## config.mk

```make
export PLATFORM = sky130hd
export DESIGN_NAME = rr_arbiter_8
export DESIGN_NICKNAME = d
export VERILOG_FILES = /design/src/rtl/rr_arbiter_8.sv
export SDC_FILE = /design/constraint.sdc
export NUM_CORES = 1
export LEC_CHECK = 0
export CORE_UTILIZATION = 60
export DETAILED_ROUTE_END_ITERATION = 6
export PLACE_DENSITY = 0.85
export REMOVE_ABC_BUFFERS = 1
export SKIP_CTS_REPAIR_TIMING = 1
export SYNTH_ARGS = -nofsm -noshare
export SYNTH_HDL_FRONTEND = slang
export SYNTH_SLANG_ARGS = --single-unit
```

## constraint.sdc

```tcl
create_clock -name sys_clk -period 8.46 [get_ports sys_clk]
set_input_delay 0.846 -clock sys_clk [delete_from_list [all_inputs] [get_ports sys_clk]]
set_output_delay 0.846 -clock sys_clk [all_outputs]
set_load 0.05 [all_outputs]
```

## src/rtl/rr_arbiter_8.sv

```systemverilog
// Eight-way round-robin arbiter with hold-until-release grants and a hold-time limit.
// Search starts at the priority pointer, which moves one past the owner whenever a grant ends.
module rr_arbiter_8 #(
  parameter int unsigned MAX_HOLD = 16
) (
  input  logic       sys_clk,
  input  logic       sys_rst,
  input  logic [7:0] req,
  input  logic       release_i,
  output logic [7:0] grant,
  output logic [2:0] grant_idx,
  output logic       grant_valid,
  output logic       timeout,
  output logic       state_dbg_o
);

  typedef enum logic {IDLE = 1'b0, BUSY = 1'b1} state_e;

  localparam logic [7:0] HOLD_LAST = 8'(MAX_HOLD - 1);

  state_e     state_q, state_d;
  logic [2:0] ptr_q, ptr_d;
  logic [7:0] hold_cnt_q, hold_cnt_d;
  logic [7:0] grant_q, grant_d;
  logic [2:0] idx_q, idx_d;
  logic       timeout_q, timeout_d;

  logic       win_found;
  logic [2:0] win_idx;

  // First set request bit at or after ptr, wrapping 7 -> 0.
  always_comb begin
    logic [2:0] cand;
    win_found = 1'b0;
    win_idx   = ptr_q;
    cand      = ptr_q;
    for (int i = 0; i < 8; i++) begin
      cand = ptr_q + 3'(i);
      if (!win_found && req[cand]) begin
        win_found = 1'b1;
        win_idx   = cand;
      end
    end
  end

  always_comb begin
    state_d    = state_q;
    ptr_d      = ptr_q;
    hold_cnt_d = hold_cnt_q;
    grant_d    = grant_q;
    idx_d      = idx_q;
    timeout_d  = 1'b0;
    case (state_q)
      IDLE: begin
        if (win_found) begin
          state_d    = BUSY;
          idx_d      = win_idx;
          grant_d    = 8'h01 << win_idx;
          hold_cnt_d = 8'd0;
        end
      end
      BUSY: begin
        // Release beats a dropped request, which beats the hold limit.
        if (release_i || !req[idx_q] || (hold_cnt_q == HOLD_LAST)) begin
          state_d   = IDLE;
          grant_d   = 8'h00;
          ptr_d     = idx_q + 3'd1;
          timeout_d = !release_i && req[idx_q];
        end else begin
          hold_cnt_d = hold_cnt_q + 8'd1;
        end
      end
      default: state_d = IDLE;
    endcase
  end

  always_ff @(posedge sys_clk) begin
    if (sys_rst) begin
      state_q    <= IDLE;
      ptr_q      <= 3'd0;
      hold_cnt_q <= 8'd0;
      grant_q    <= 8'h00;
      idx_q      <= 3'd0;
      timeout_q  <= 1'b0;
    end else begin
      state_q    <= state_d;
      ptr_q      <= ptr_d;
      hold_cnt_q <= hold_cnt_d;
      grant_q    <= grant_d;
      idx_q      <= idx_d;
      timeout_q  <= timeout_d;
    end
  end

  assign grant       = grant_q;
  assign grant_idx   = idx_q;
  assign grant_valid = (state_q == BUSY);
  assign timeout     = timeout_q;
  assign state_dbg_o = state_q;

endmodule

```

# [After elaboration in Yosys (flattened, before gate mapping)]
# Cells that the tools add are included.
[word_totals] regBits=24 output_inout_bits=14
[classes] eq_ne=4 n_mux=42 n_shift=1 n_addsub=9 bitwise=2 reduce_logical=24 magnitude_cmp=9
[ops] op="< comparator 3 x 4 -> 1 bit (second input constant)" count=9
[ops] op="2-to-1 mux 8 bit" count=4
[ops] op="case mux 8 bit (2 select lines)" count=2
[ops] op="binary-select mux 1 bit (select 3 bit)" count=9
[ops] op="2-to-1 mux 3 bit" count=7
[ops] op="2-to-1 mux 1 bit" count=19
[ops] op="adder 3 bit (second input constant)" count=4
[ops] op="logical NOT 1 bit" count=9
[ops] op="adder 8 x 1 -> 8 bit (second input constant)" count=1
[ops] op="== test 8 x 4 -> 1 bit (second input constant)" count=1
[ops] op="logical AND 1 bit" count=8
[ops] op="AND reduction 2 bit" count=4
[ops] op="<< shifter 1 x 3 -> 8 bit (first input constant)" count=1
[ops] op="adder 3 x 1 -> 3 bit (second input constant)" count=2
[ops] op="adder 3 x 2 -> 3 bit (second input constant)" count=2
[ops] op="!= test 2 bit (second input constant)" count=2
[ops] op="OR reduction 3 bit" count=1
[ops] op="logical OR 1 bit" count=2
[ops] op="!= test 2 x 1 -> 1 bit (second input constant)" count=1
[ops] op="NOT 1 bit" count=2
[ops] op="case mux 1 bit (2 select lines)" count=1

# [Longest topological paths before layout]
[logic_depth] word_depth=27 mapped_depth=14 mapped_depth_nobuf=10

# [Least setup slack after synthesis]
# OpenSTA, ideal clock, no wires.
[synth_timing] path_kind="reg2reg" startpoint="register ptr_q[0]" endpoint="register grant_q[6], in the netlist grant[6]" synth_period_minus_slack_ps=3468 t_required_ps=8343 path_buffers=2 path_stages_with_launch=13 arrival_ps=3351 path_slack_ps=4992 path_cell_list="dfxtp_1 buf_2 clkinv_1 ha_1 buf_6 mux4_2 mux2_4 a2bb2oi_2 or3b_4 a2111oi_4 o31ai_2 nor2b_4 a22o_1"
[synth_via] elab_chain_len=27
[synth_rtl] item="start, declared" line_no="22" rtl="logic [2:0] ptr_q, ptr_d;"
[synth_rtl] item="start signal, assigned" line_no="87" rtl="ptr_q <= ptr_d;"
[synth_rtl] item="parallel branches: the longest is 27 deep, another holds adder 3 x 1 -> 3 bit"
[synth_rtl] item="end signal, assigned" line_no="89" rtl="grant_q <= grant_d;"
[synth_rtl] item="end, declared" line_no="24" rtl="logic [7:0] grant_q, grant_d;"
# Several ways; the timed one is not identified. The select of a mux whose other input is x is not followed.
# A chain may end at the register's enable or synchronous reset.

# [Worst setup path after layout]
# Ends and elaborated chain as after synthesis.

==> metrics.md <==
| Metric | Value |
|---|---|
| Longest Clk Path Bufs | 2 |
| Top cell type's share of synthesized area | 0.231 |
| Worst-path clk slew | 0.13 ns |
| Top Metal Used | met4 |
| Fmax | 0.207 GHz |
| Cts bufs inserted | 3 |
| Worst hold path type | flip-flop to flip-flop |
| Slew Limit Fails | 0 |
| Compound-Gate Fraction of Synth Area | 0.196 |
| Initial drt markers | 173 |
| Design Area, Final | 2350 µm² |
| CTS tree | yes |
| Crit Reg-Reg Endpoint | grant[6] |
| Period utilisation layout | 0.572 |
| Post-Syn Area | 2080 µm² |
| Max IR drop VDD | 0.144 mV |
| Final Hold Fails | 0 |
| Die footprint | 3700 µm² |
| Post-synthesis mux area share | 0.272 |
| Post-synthesis cell count | 217 |
| Main synth FF type | dfxtp_1 |
| Leading area contributor after synthesis | dfxtp_1 |
| Met1 Wirelength | 2120 µm |
| Hold Path End | grant[0] |
| Period minus WS final | 4.84 ns |
| Drt pass-1 iters | 5 |
| CP max FO | 18 |
| Grt ovf | 0 |
| Antenna diode count | 0 |
| # setup viols final | 0 |
| Nature of the critical path endpoint | flip-flop |
| Met3 routed WL | 487 µm |
| Placed Area | 2300 µm² |
| CTS Sinks | 24 |
| NumNets Final | 248 |
| Setup TNS | 0 ns |
| Core box area | 3180 µm² |
| Worst Skew | 0.00154 ns |
| Via density | 6.78 |
| Initial core utilization | 0.653 |
| WHS Path Cells | 1 |
| First-pass GRT wire length | 8370 µm |
| Clk root buf | clkbuf_4 |
| Main combinational cell family by area after synthesis | multiplexers |
| Fraction of layout cells with a size suffix above 1 | 0.159 |
| Max-Cap Viols | 0 |
| Antenna violations before repair | 0 |
| Vias in the first global route | 1,700 |
| Worst reg2reg path depth | 10 |
| Crit-path max cell delay | 0.87 ns |
| FP Rows | 20 |
| Adder-cell share of the synthesized area | 0.0241 |
| Post-synthesis sequential area ratio | 0.231 |
| H-tree lvl count | 1 |
| Xor and xnor area share after synthesis | 0.0549 |
| Worst path slowest cell | ha_1 |
| Crit path cell chain | clkinv_1 -> ha_1 -> mux4_2 -> mux2_4 -> a2bb2oi_2 -> nor3b_2 -> a31o_2 -> nand2b_2 -> nor2b_1 -> a22o_1 |
| Worst Path Required | 8.73 ns |
| Crit Reg-Reg Startpoint | ptr_q[0] |
| WL final | 5110 µm |
| Synth async-reset ratio | 0 |
| Routability cong. | 0.983 |
| Die Width | 60.8 µm |
| PortBufs | 24 |
| Worst slew margin | 0.409 |
| Post-Synth Simple-Gate Area | 0.181 |
| WHS | 0.478 ns |
| Status | completed |
| Total GRT Usage | 0.307 |
| Syn avg cell area | 9.57 µm² |
| Pwr per Cell Area | 224 nW/µm² |
| Wirelength per Cell | 18.5 µm |
| Worst Path Arrival | 5.10 ns |
| Synth-to-layout area growth | 13.3% |
| Top cells by area, synth | dfxtp_1, mux4_2, mux2i_1, nor2_1, xor2_1 |
| P_leak | 0.821 nW |
| Met2 Wirelength | 2360 µm |
| Post-synthesis cell type count | 59 |
| Syn. warnings | 0 |
| Worst-Skew Late Latency | 0.31 ns |
| EDFF count, synth | 0 |
| HP Start | grant[0] |
| Pin count of the biggest net entering global routing | 23 |
| Power Total | 0.526 mW |
| Slew @ Worst Pin | 0.885 ns |
| Final core utilization | 0.740 |
| Hpwl dp | 3840 µm |
| RSZ-0062 raised after global routing | false |
| Crit path kind | flip-flop to flip-flop |
| Yosys reg bits | 24 |
| I/O Pins | 25 |
| ANT nets after route | 0 |
| Via count | 1,870 |
| Reg2Reg Setup Slack | 3.62 ns |
| Die height | 60.8 µm |
| Post-route DRC | 0 |
| Startpoint Class | flip-flop |
[sequential cells by signal (all words and copies together), names as in the netlist]
| register | count |
|---|---|
| grant | 8 |
| grant_idx | 3 |
| grant_valid | 1 |
| hold_cnt_q | 8 |
| ptr_q | 3 |
| timeout | 1 |
[worst max-delay path: cells and delay by family, from the launching register on]
family	cells	cell delay, ns
and+or+nand+nor	3	0.97
muxes	2	0.91
adders and majority gates	1	0.87
DFF	1	0.81
AOI/OAI and AO/OA	3	0.77
buffers and inverters	1	0.44
[worst max-delay path by stage]
stage,from,to,slack (ns),cells after the start
after floorplan,ptr_q[0],grant[6],4.34,10
after global placement,ptr_q[0],grant[7],3.97,10
after detailed placement,ptr_q[0],grant[6],3.66,10
after CTS,ptr_q[0],grant[6],3.62,10
after global routing,ptr_q[0],grant[6],3.21,10
final,ptr_q[0],grant[6],3.62,10
[metrics by stage]
stage / cells / setup WS [ns]
after detailed placement: 272 / 3.66
after global routing: 276 / 3.21
after CTS: 276 / 3.62
final: 276 / 3.62
after floorplan: 204 / 4.34
after global placement: 272 / 3.97
[synth_stat cells (all sizes together), types with 5 or more instances]
library cell,n
a21oi,13
buf,7
clkbuf,6
dfxtp,24
mux2,7
mux2i,14
mux4,15
nand2,14
nand2b,5
nor2,25
nor2b,6
xnor2,5
xor2,8
[cell type report]
class | count | area, µm²
clock inverters | 1 | 30.0
clock buffers | 3 | 22.5
fillers | 215 | 827
inverters | 3 | 11.3
flip-flops and latches | 24 | 480
well taps | 44 | 55.1
repair buffers | 24 | 240
multi-input cells | 177 | 1510
[power breakdown]
group / internal, mW / total (mW) / switching [mW]
sequential: 0.125 / 0.145 / 0.0203
combinational: 0.126 / 0.298 / 0.172
clock: 0.0479 / 0.0824 / 0.0345
total: 0.299 / 0.526 / 0.227
[cell usage in the layout (no fill, tap or decap), types with 5 or more instances in the layout]
cell type,synthesis,final
mux2i_1,13,13
dfxtp_1,24,24
mux2_2,5,5
nor2b_1,5,5
mux4_2,15,15
clkdlybuf4s50_1,0,24
nor2_1,25,25
xnor2_1,5,5
nand2_1,14,14
xor2_1,8,8
a21oi_1,13,13
[metal layers]
metal | global-route usage | vias to the layer above
li1 | - | 856
met1 | 0.452 | 877
met2 | 0.452 | 113
met3 | 0.0661 | 24
met4 | 0.0909 | 0
met5 | 0 | -
[cell families (layout without fill, tap and decap cells)]
family,after synthesis,count (layout)
mux,36,36
buf+inv,16,31
flops,24,24
fa+ha+maj,4,4
simple gates,72,72
xor+xnor,13,13
compound gates,52,52
(Power assumes the default switching activity.)
